--- src/rtl/reaction_pkg.sv ---
// Shared types and constants for the reaction-time statistics block.
// Holds the display-mode and conversion-FSM enums plus time-width constants.
// No logic; imported by reaction_stats and stats_window.
package reaction_pkg;

  localparam int TIME_W           = 14;
  localparam int MAX_TIME_DEFAULT = 9999;

  typedef enum logic [2:0] {
    MODE_LAST  = 3'd0,
    MODE_BEST  = 3'd1,
    MODE_AVG   = 3'd2,
    MODE_COUNT = 3'd3,
    MODE_WORST = 3'd4
  } mode_t;

  typedef enum logic [1:0] {
    S_IDLE   = 2'd0,
    S_LAUNCH = 2'd1,
    S_BUSY   = 2'd2
  } state_t;

  // Saturate a raw time at the timeout value.
  function automatic logic [TIME_W-1:0] clamp_time(input logic [TIME_W-1:0] t,
                                                   input logic [TIME_W-1:0] max_t);
    return (t >= max_t) ? max_t : t;
  endfunction

endpackage

--- src/rtl/stats_window.sv ---
// Moving-average window: circular buffer of 2^DEPTH_LOG2 entries with running sum.
// Latency: sum/full reflect a push or clear on the following cycle.
// No backpressure: a push is always accepted; clear has priority over push.
module stats_window
  import reaction_pkg::*;
#(
  parameter int DEPTH_LOG2 = 2
) (
  input  logic                         clk,
  input  logic                         reset_n,
  input  logic                         push,
  input  logic                         clear,
  input  logic [TIME_W-1:0]            din,
  output logic [TIME_W+DEPTH_LOG2-1:0] sum,
  output logic                         full
);

  localparam int DEPTH = 1 << DEPTH_LOG2;
  localparam int SUM_W = TIME_W + DEPTH_LOG2;

  logic [TIME_W-1:0]     entry [DEPTH];
  logic [DEPTH_LOG2-1:0] wptr;
  logic [DEPTH_LOG2:0]   fill;

  assign full = (fill == (DEPTH_LOG2 + 1)'(DEPTH));

  // Replace the oldest entry and adjust the running sum by the difference.
  always_ff @(posedge clk or negedge reset_n) begin
    if (!reset_n) begin
      for (int i = 0; i < DEPTH; i++) entry[i] <= '0;
      wptr <= '0;
      fill <= '0;
      sum  <= '0;
    end else if (clear) begin
      for (int i = 0; i < DEPTH; i++) entry[i] <= '0;
      wptr <= '0;
      fill <= '0;
      sum  <= '0;
    end else if (push) begin
      sum         <= sum + SUM_W'(din) - SUM_W'(entry[wptr]);
      entry[wptr] <= din;
      wptr        <= wptr + DEPTH_LOG2'(1);
      if (!full) fill <= fill + (DEPTH_LOG2 + 1)'(1);
    end
  end

endmodule

--- src/rtl/reaction_stats.sv ---
// Reaction statistics (last/best/avg/count, worst with STATS_WORST_EN) feeding a BCD converter.
// Latency: result to bcd_start is 2 cycles with the converter idle; events coalesce while busy.
// Backpressure: bcd_start only issues when bcd_ready=1; pending updates wait for the converter.
module reaction_stats
  import reaction_pkg::*;
#(
  parameter int DEPTH_LOG2 = 2,
  parameter int MAX_TIME   = MAX_TIME_DEFAULT
) (
  input  logic              clk,
  input  logic              reset_n,
  input  logic              result_valid,
  input  logic [TIME_W-1:0] result_time,
  input  logic              clear_stats,
  input  logic              mode_next,
  input  logic              bcd_ready,
  output logic              bcd_start,
  output logic [TIME_W-1:0] bin_out,
  output logic [2:0]        mode,
  output logic              avg_valid
);

  localparam int SUM_W = TIME_W + DEPTH_LOG2;
  localparam logic [TIME_W-1:0] MAX_T = TIME_W'(MAX_TIME);

  logic [TIME_W-1:0] t_clamped;
  logic              timeout;
  logic [TIME_W-1:0] last_t, best_t, count_t, sel;
  logic [SUM_W-1:0]  win_sum;
  logic              win_full;
  logic              any_event, launch, pending;
  state_t            state;

  assign t_clamped = clamp_time(result_time, MAX_T);
  assign timeout   = (t_clamped == MAX_T);
  assign any_event = result_valid | mode_next | clear_stats;
  assign avg_valid = win_full;

`ifdef STATS_WORST_EN
  logic [2:0]        mode_idx;
  logic [TIME_W-1:0] worst_t;
  assign mode = mode_idx;

  // Worst tracks the slowest non-timeout result.
  always_ff @(posedge clk or negedge reset_n) begin
    if (!reset_n)                                      worst_t <= '0;
    else if (clear_stats)                              worst_t <= '0;
    else if (result_valid && !timeout && t_clamped > worst_t) worst_t <= t_clamped;
  end

  // Mode cycles LAST..WORST and wraps.
  always_ff @(posedge clk or negedge reset_n) begin
    if (!reset_n)       mode_idx <= '0;
    else if (mode_next) mode_idx <= (mode_idx == 3'(MODE_WORST)) ? 3'd0 : mode_idx + 3'd1;
  end
`else
  logic [1:0] mode_idx;
  assign mode = {1'b0, mode_idx};

  // Mode cycles LAST..COUNT; the 2-bit counter wraps 3->0 by itself.
  always_ff @(posedge clk or negedge reset_n) begin
    if (!reset_n)       mode_idx <= '0;
    else if (mode_next) mode_idx <= mode_idx + 2'd1;
  end
`endif

  stats_window #(.DEPTH_LOG2(DEPTH_LOG2)) u_window (
    .clk     (clk),
    .reset_n (reset_n),
    .push    (result_valid && !timeout && !clear_stats),
    .clear   (clear_stats),
    .din     (t_clamped),
    .sum     (win_sum),
    .full    (win_full)
  );

  // Last/best/count registers; clear discards a coincident result.
  always_ff @(posedge clk or negedge reset_n) begin
    if (!reset_n) begin
      last_t  <= '0;
      best_t  <= MAX_T;
      count_t <= '0;
    end else if (clear_stats) begin
      last_t  <= '0;
      best_t  <= MAX_T;
      count_t <= '0;
    end else if (result_valid) begin
      last_t <= t_clamped;
      if (count_t < MAX_T) count_t <= count_t + TIME_W'(1);
      if (!timeout && t_clamped < best_t) best_t <= t_clamped;
    end
  end

  // Pick the figure for the current mode; AVG reads 0 until the window fills.
  always_comb begin
    sel = '0;
    case (mode_t'(mode))
      MODE_LAST:  sel = last_t;
      MODE_BEST:  sel = best_t;
      MODE_AVG:   sel = win_full ? win_sum[SUM_W-1:DEPTH_LOG2] : '0;
      MODE_COUNT: sel = count_t;
`ifdef STATS_WORST_EN
      MODE_WORST: sel = worst_t;
`endif
      default:    sel = '0;
    endcase
  end

  assign launch = (state == S_IDLE) && pending && bcd_ready;

  // Conversion handshake; LAUNCH masks the converter's one-cycle ready drop.
  always_ff @(posedge clk or negedge reset_n) begin
    if (!reset_n) begin
      state     <= S_IDLE;
      bcd_start <= 1'b0;
      bin_out   <= '0;
      pending   <= 1'b1;
    end else begin
      bcd_start <= 1'b0;
      case (state)
        S_IDLE: begin
          if (launch) begin
            bin_out   <= sel;
            bcd_start <= 1'b1;
            state     <= S_LAUNCH;
          end
        end
        S_LAUNCH: state <= S_BUSY;
        S_BUSY:   if (bcd_ready) state <= S_IDLE;
        default:  state <= S_IDLE;
      endcase
      // A new event wins over the launch clearing pending, so nothing is lost.
      if (any_event)   pending <= 1'b1;
      else if (launch) pending <= 1'b0;
    end
  end

endmodule

--- config.mk ---
export PLATFORM = sky130hd
export DESIGN_NAME = reaction_stats
export DESIGN_NICKNAME = d
export VERILOG_FILES = /design/src/rtl/reaction_pkg.sv /design/src/rtl/stats_window.sv /design/src/rtl/reaction_stats.sv
export SDC_FILE = /design/constraint.sdc
export NUM_CORES = 1
export LEC_CHECK = 0
export CORE_AREA = 2 2 137 139
export CTS_CLUSTER_DIAMETER = 100
export DETAILED_ROUTE_END_ITERATION = 16
export DIE_AREA = 0 0 139 141
export PLACE_DENSITY = 0.63
export SKIP_CTS_REPAIR_TIMING = 1
export SYNTH_ARGS = -nofsm -noshare
export SYNTH_HDL_FRONTEND = slang
export SYNTH_SLANG_ARGS = --single-unit
--- constraint.sdc ---
create_clock -name clk -period 13.2 [get_ports clk]
set_input_delay 1.32 -clock clk [delete_from_list [all_inputs] [get_ports clk]]
set_output_delay 1.32 -clock clk [all_outputs]
set_load 0.05 [all_outputs]
==> results of run 1 <==
cells by family (layout without fill, tap and decap cells):
family	after synthesis	in the layout
compound gates	199	199
other cells	1	1
flops	139	139
mux	26	26
simple gates	297	297
xor+xnor	24	24
fa+ha+maj	52	52
buf+inv	115	136
cell usage after synthesis, types with 4 or more instances:
cell type                  instances  area (µm²)
sky130_fd_sc_hd__nand2_1          82         308
sky130_fd_sc_hd__and2_1            7        43.8
sky130_fd_sc_hd__inv_1            59         221
sky130_fd_sc_hd__a21oi_1          65         325
sky130_fd_sc_hd__a222oi_1         14         140
sky130_fd_sc_hd__nor2b_1           5        31.3
sky130_fd_sc_hd__a21o_1            8        60.1
sky130_fd_sc_hd__o21ai_1          10        50.1
sky130_fd_sc_hd__clkbuf_1         35         131
sky130_fd_sc_hd__a22o_1           14         123
sky130_fd_sc_hd__xnor2_1          16         140
sky130_fd_sc_hd__nor4_1            4        25.0
sky130_fd_sc_hd__xor2_1            8        70.1
sky130_fd_sc_hd__o21ai_0          11        55.1
sky130_fd_sc_hd__dfrtp_1         130        3250
sky130_fd_sc_hd__a31oi_1           4        25.0
sky130_fd_sc_hd__mux4_2           14         315
sky130_fd_sc_hd__ha_1             41         513
sky130_fd_sc_hd__fa_1             10         200
sky130_fd_sc_hd__o21bai_1          6        45.0
sky130_fd_sc_hd__buf_2            13        65.1
sky130_fd_sc_hd__nand4_1           7        43.8
sky130_fd_sc_hd__dfstp_2           9         236
sky130_fd_sc_hd__nand3_1          21         105
sky130_fd_sc_hd__a211oi_1         40         300
sky130_fd_sc_hd__mux2i_1          10         100
sky130_fd_sc_hd__nor2_1          119         447
sky130_fd_sc_hd__and3_1            9        56.3
sky130_fd_sc_hd__nor3_1           21         105
worst reg2reg max path, delay by kind of cell (launching register included):
kind	cells	cell delay, ns
AND/OR/NAND/NOR	1	0.12
buffers and inverters	1	0.08
adder cells (fa/ha/maj)	2	0.76
flip-flops	1	0.89
multiplexers	3	0.96
AO/OA/AOI/OAI	4	1.15
registers in the layout, indices dropped and copies added (netlist names):
signal and cells:
best_t 14, bcd_start 1, last_t 14, mode_idx 2, pending 1, state 2
u_window.wptr 2, bin_out 14, u_window.fill 3, u_window.entry 56, count_t 14, u_window.sum 16
per-stage QoR:
| step | total power [µW] | util [%] | worst slack, ns | std cells | hold WS [ns] |
|---|---|---|---|---|---|
| 2_1_floorplan | 897 | - | 8.35 | 853 | 0.475 |
| 3_3_place_gp | 1050 | 46.8 | 7.41 | 1077 | 0.493 |
| 3_5_place_dp | 1050 | 46.8 | 7.34 | 1077 | 0.496 |
| 4_1_cts | 1500 | 49.8 | 7.77 | 1108 | 0.510 |
| 5_1_grt | 1570 | 49.8 | 7.50 | 1108 | 0.527 |
| 6_report | 1490 | 49.8 | 7.78 | 1108 | 0.504 |
final cells by class:
class                   instances  area [µm²]  share of cell area [%]
clock buffers                  24         502                    5.52
clock inverters                 7        40.0                   0.440
inverters                      60         225                    2.48
multi-input cells             599        4120                    45.3
flip-flops and latches        139        3490                    38.4
well taps                     234         293                    3.22
repair buffers                 45         429                    4.72
layer usage:
metal	global-route usage, %	up-vias	share of wire, %
met5	0	-	0
met4	7.66	0	2.1
met3	4.76	34	6.1
met2	33.9	197	45
met1	32.2	3019	47
li1	-	3030	-
how the worst min path moves through the flow:
stage / startpoint / to / slack [ns]
4_1_cts: bin_out[8] / bin_out[8] / 0.51
3_3_place_gp: u_window.entry[46] / u_window.entry[46] / 0.49
2_1_floorplan: u_window.entry[21] / u_window.entry[21] / 0.47
5_1_grt: bin_out[13] / bin_out[13] / 0.53
6_report: bin_out[13] / bin_out[13] / 0.50
3_5_place_dp: bin_out[5] / bin_out[5] / 0.50
power by group through the flow:
stage	registers (µW)	clock network [µW]	logic, µW
finish	513	444	534
global placement	518	0	528
CTS	512	451	533
global route	518	467	589
floorplan	565	0	332
detailed placement	519	0	529
==> results.json, run 1 <==
{
  "run_status": "finished clean",
  "slowest_stage": "sky130_fd_sc_hd__clkdlybuf4s50_1",
  "post-route-min-period_ns": 5.42,
  "wire_length_of_the_first_global_routing_pass_um": 34200,
  "htree_levels": 4,
  "fraction_of_layout_cells_with_a_size_suffix_above_1_pct": 9.50,
  "synth.cell_area_mm2": 0.00807,
  "io_buffer_count": 37,
  "crit_arrival_ns": 5.73,
  "synthArstFlopShare_pct": 100,
  "first_iter_violations": 453,
  "routed-via-count": 6280,
  "power.density_mw_per_mm2": 164,
  "setup_tns_ns": 0,
  "endpoint_kind": "flip-flop",
  "clock_sink_total": 139,
  "worst_skew_pair.late_latency_ns": 0.43,
  "path_common_cell": "sky130_fd_sc_hd__nor2_1",
  "rows": 50,
  "reg2reg_depth": 11,
  "synth_compound_area_share_pct": 17.3,
  "start_kind": "input pin",
  "cap_viol_max_count": 0,
  "slew_violations": 0,
  "critical_path_class": "in2reg",
  "drt_pre_antenna_iters": 5,
  "synth_warnings": 0,
  "crit_path_start": "result_time[7]",
  "path_cells": "clkdlybuf4s50_1 -> nor4_2 -> a21oi_1 -> o31a_1 -> nor2_1 -> inv_1 -> fa_1 -> ha_1 -> a211oi_1 -> nor2_1 -> a311o_1 -> o2111ai_1 -> a31oi_1 -> mux2i_1 -> mux2_2",
  "setup.worst_path.end": "u_window.sum[15]",
  "fp.dieW_um": 139,
  "yosys.area_share.adder_pct": 8.98,
  "design_area_mm2": 0.00910,
  "first_global_vias": 6068,
  "antenna_found_initial": 0,
  "path_clk_slew_ns": 0.06,
  "initial_core_util_pct": 44.2,
  "synth.yosys.seq_area_share_pct": 43.3,
  "synth-simple-area-share_pct": 16.6,
  "grt_overflow_total": 0,
  "final.period_utilization_pct": 41.1,
  "hold-path-cell-count": 1,
  "slew_headroom_pct": 33.2,
  "power.combinational.fraction_pct": 35.8,
  "setup_repair_after_global_routing_missed_its_margin": "no",
  "share_clk_of_total_power_pct": 29.8,
  "hold_violations": 0,
  "hold_path_class": "reg2reg",
  "pin_count": 39,
  "leakagePower_uw": 0.00404,
  "syn_to_final_growth_pct": 12.7,
  "power_switching_share_pct": 36.9,
  "post_drt_via_cell_ratio": 5.67,
  "critPathRequiredTime_ns": 13.51,
  "cts-buffers-inserted": 17,
  "worst_r2r_endpoint": "u_window.sum[15]",
  "synth_area_per_cell_um2": 9.46,
  "die_y_um": 141,
  "tritoncts": "yes",
  "mappedNetlistNets": 924,
  "place_congestion": 0.882,
  "cp_num_buf_inv": 2,
  "nFillCells": 1702,
  "critical_path_peak_fanout": 6,
  "cts_root_buffer": "sky130_fd_sc_hd__clkbuf_16",
  "layout.cells.most_common_list": "sky130_fd_sc_hd__dfrtp_1, sky130_fd_sc_hd__nor2_1, sky130_fd_sc_hd__nand2_1",
  "grt_start_max_net_pins": 83,
  "combinational_family_with_the_most_area_after_synthesis": "compound AO/OA/AOI/OAI gates",
  "yosys_register_bits": 139,
  "fin_nets": 933,
  "finClkSkew_ns": 0.00605,
  "worstSetupPathDepth": 15,
  "power.internal_uw": 941,
  "ant_nets": 0,
  "dieArea_mm2": 0.0196,
  "synth.area.mux_share_pct": 5.43,
  "synth-edff-count": 0,
  "worstMarginPinSlew_ns": 0.998,
  "critPathMaxStageDelay_ns": 0.52,
  "synth_cell_type_count": 67,
  "power.share.sequential_pct": 34.4,
  "rr_startpoint": "u_window.wptr[1]",
  "ys.flop_type": "sky130_fd_sc_hd__dfrtp_1",
  "synthXorXnorAreaFrac_pct": 2.61,
  "wire_per_inst_um": 19.0,
  "route.final.wire_length_um": 21000,
  "floorplan.core_area_mm2": 0.0183,
  "achievable-frequency_mhz": 184,
  "insertedDiodeCount": 0,
  "r2r_setup_slack_ns": 9.13,
  "detail_route.drc_violations": 0,
  "crit_family": "compound AO/OA/AOI/OAI gates",
  "setup_viol_count_final": 0,
  "most_common_cell_after_layout_fill_and_taps_aside": "sky130_fd_sc_hd__dfrtp_1",
  "dpl-instance-area_mm2": 0.00855,
  "hpwlAfterDp_um": 14300,
  "ir_worst_vdd_v": 0.000121,
  "clk_path_buf_depth": 2,
  "track_usage_pct": 22.4,
  "power_switching_uw": 550,
  "number_of_standard_cells_after_synthesis": 853
}
(Power assumes the default switching activity.)
==> run 2, diff against run 1 <==
==> constraint.sdc (replaced) <==
create_clock -name clk -period 5.13 [get_ports clk]
set_input_delay 0.513 -clock clk [delete_from_list [all_inputs] [get_ports clk]]
set_output_delay 0.513 -clock clk [all_outputs]
set_load 0.05 [all_outputs]
==> results.json, run 2 (same netlist as run 1, synthesis figures left out) <==
{
  "run_status": "finished clean",
  "endpoint_kind": "flip-flop",
  "final_core_util_pct": 50.9,
  "max_reg_flops": 56,
  "critPathMaxStageDelay_ns": 0.53,
  "route.final.wire_length_um": 21400,
  "antenna_found_initial": 0,
  "critical_path_class": "in2reg",
  "start_kind": "input pin",
  "grt_overflow_total": 0,
  "largestRegisters": "u_window.entry: 56 flops, u_window.sum: 16 flops",
  "hpwlAfterDp_um": 15100,
  "floorplan.core_area_mm2": 0.0183,
  "path_common_cell": "sky130_fd_sc_hd__nor2_1",
  "ant_nets": 0,
  "layout.cells.non_filler": 1120,
  "setup_tns_ns": 0,
  "first_global_vias": 6175,
  "worst_r2r_endpoint": "u_window.sum[15]",
  "grt_start_max_net_pins": 98,
  "fp.dieW_um": 139,
  "worstMarginPinSlew_ns": 0.924,
  "place.detailed.instances": 1089,
  "finClkSkew_ns": 0.00683,
  "clk_path_buf_depth": 2,
  "wire_per_inst_um": 19.1,
  "worst_skew_pair.late_latency_ns": 0.42,
  "first_iter_violations": 477,
  "hold_path_class": "in2async",
  "io_buffer_count": 37,
  "most_common_cell_after_layout_fill_and_taps_aside": "sky130_fd_sc_hd__dfrtp_1",
  "slew_violations": 0,
  "setup_repair_after_global_routing_missed_its_margin": "no",
  "layout.cells.most_common_list": "sky130_fd_sc_hd__dfrtp_1, sky130_fd_sc_hd__nor2_1, sky130_fd_sc_hd__nand2_1",
  "clock_sink_total": 139,
  "crit_family": "compound AO/OA/AOI/OAI gates",
  "worst_hold_margin_ns": 0.197,
  "crit_arrival_ns": 4.75,
  "final.period_utilization_pct": 86.8,
  "dieArea_mm2": 0.0196,
  "regMostFlops": "u_window.entry",
  "syn_to_final_growth_pct": 15.3,
  "rr_startpoint": "u_window.wptr[0]",
  "pin_count": 39,
  "cts_root_buffer": "sky130_fd_sc_hd__clkbuf_16",
  "wire_length_of_the_first_global_routing_pass_um": 34800,
  "place_congestion": 0.894,
  "track_usage_pct": 22.8,
  "r2r_setup_slack_ns": 0.91,
  "fraction_of_layout_cells_with_a_size_suffix_above_1_pct": 10.8,
  "detail_route.drc_violations": 0,
  "die_y_um": 141,
  "cp_num_buf_inv": 2,
  "reg2reg_depth": 12,
  "post_drt_via_cell_ratio": 5.67,
  "total_power_uw": 4070,
  "tritoncts": "yes",
  "critPathRequiredTime_ns": 5.43,
  "critical_path_peak_fanout": 5,
  "setup_viol_count_final": 0,
  "achievable-frequency_mhz": 225,
  "leakagePower_uw": 0.00414,
  "drt_pre_antenna_iters": 6,
  "post-route-min-period_ns": 4.45,
  "cts-buffers-inserted": 17,
  "path_cells": "clkdlybuf4s50_1 -> nor4_2 -> a21oi_1 -> o31a_1 -> nor2_1 -> inv_1 -> fa_1 -> ha_1 -> a211oi_1 -> nor2_1 -> a311o_1 -> o2111ai_1 -> a31oi_1 -> mux2i_1 -> mux2_2",
  "insertedDiodeCount": 0,
  "slowest_stage": "sky130_fd_sc_hd__clkdlybuf4s50_1",
  "cap_viol_max_count": 0,
  "initial_core_util_pct": 44.2,
  "ir_worst_vdd_v": 0.000333,
  "hold_violations": 0,
  "path_clk_slew_ns": 0.06,
  "fin_nets": 945,
  "routed-via-count": 6350,
  "htree_levels": 4,
  "power.density_mw_per_mm2": 437,
  "rows": 50,
  "slew_headroom_pct": 38.2
}
[run 2: per-stage QoR]
| step | setup slack, ns | instance area [µm²] |
|---|---|---|
| after floorplan | 0.834 | 8070 |
| after detailed placement | 0.284 | 8660 |
| final | 0.678 | 9310 |
| after global placement | 0.410 | 8660 |
| after CTS | 0.714 | 9310 |
| after global routing | 0.300 | 9310 |
[run 2: worst max path at each step]
stage | from | to | slack, ns | cells past startpoint
floorplan | u_window.wptr[0] | u_window.sum[15] | 0.83 | 13
global placement | result_time[7] | u_window.sum[15] | 0.41 | 15
finish | result_time[7] | u_window.sum[15] | 0.68 | 15
detailed placement | result_time[7] | u_window.sum[14] | 0.28 | 16
global route | result_time[6] | u_window.sum[14] | 0.30 | 16
CTS | result_time[7] | u_window.sum[14] | 0.71 | 16
[run 2: cell type report]
class / instances / area [µm²]
fill: 1722 / 8960
multi-input combinational: 599 / 4120
sequential: 139 / 3490
timing repair buffer: 57 / 532
clock buffer: 20 / 457
tap: 234 / 293
inverter: 60 / 225
clock inverter: 11 / 191
[run 2: routing by layer]
metal | vias to the layer above | wire [µm] | track usage [%]
li1 | 3044 | - | -
met1 | 3097 | 10100 | 32.5
met2 | 177 | 9820 | 35.1
met3 | 32 | 984 | 4.31
met4 | 0 | 529 | 7.92
met5 | - | 0 | 0
[run 2: report_power, final]
group,internal [µW],switching (µW)
registers,1220,106
logic,538,849
clock network,885,476
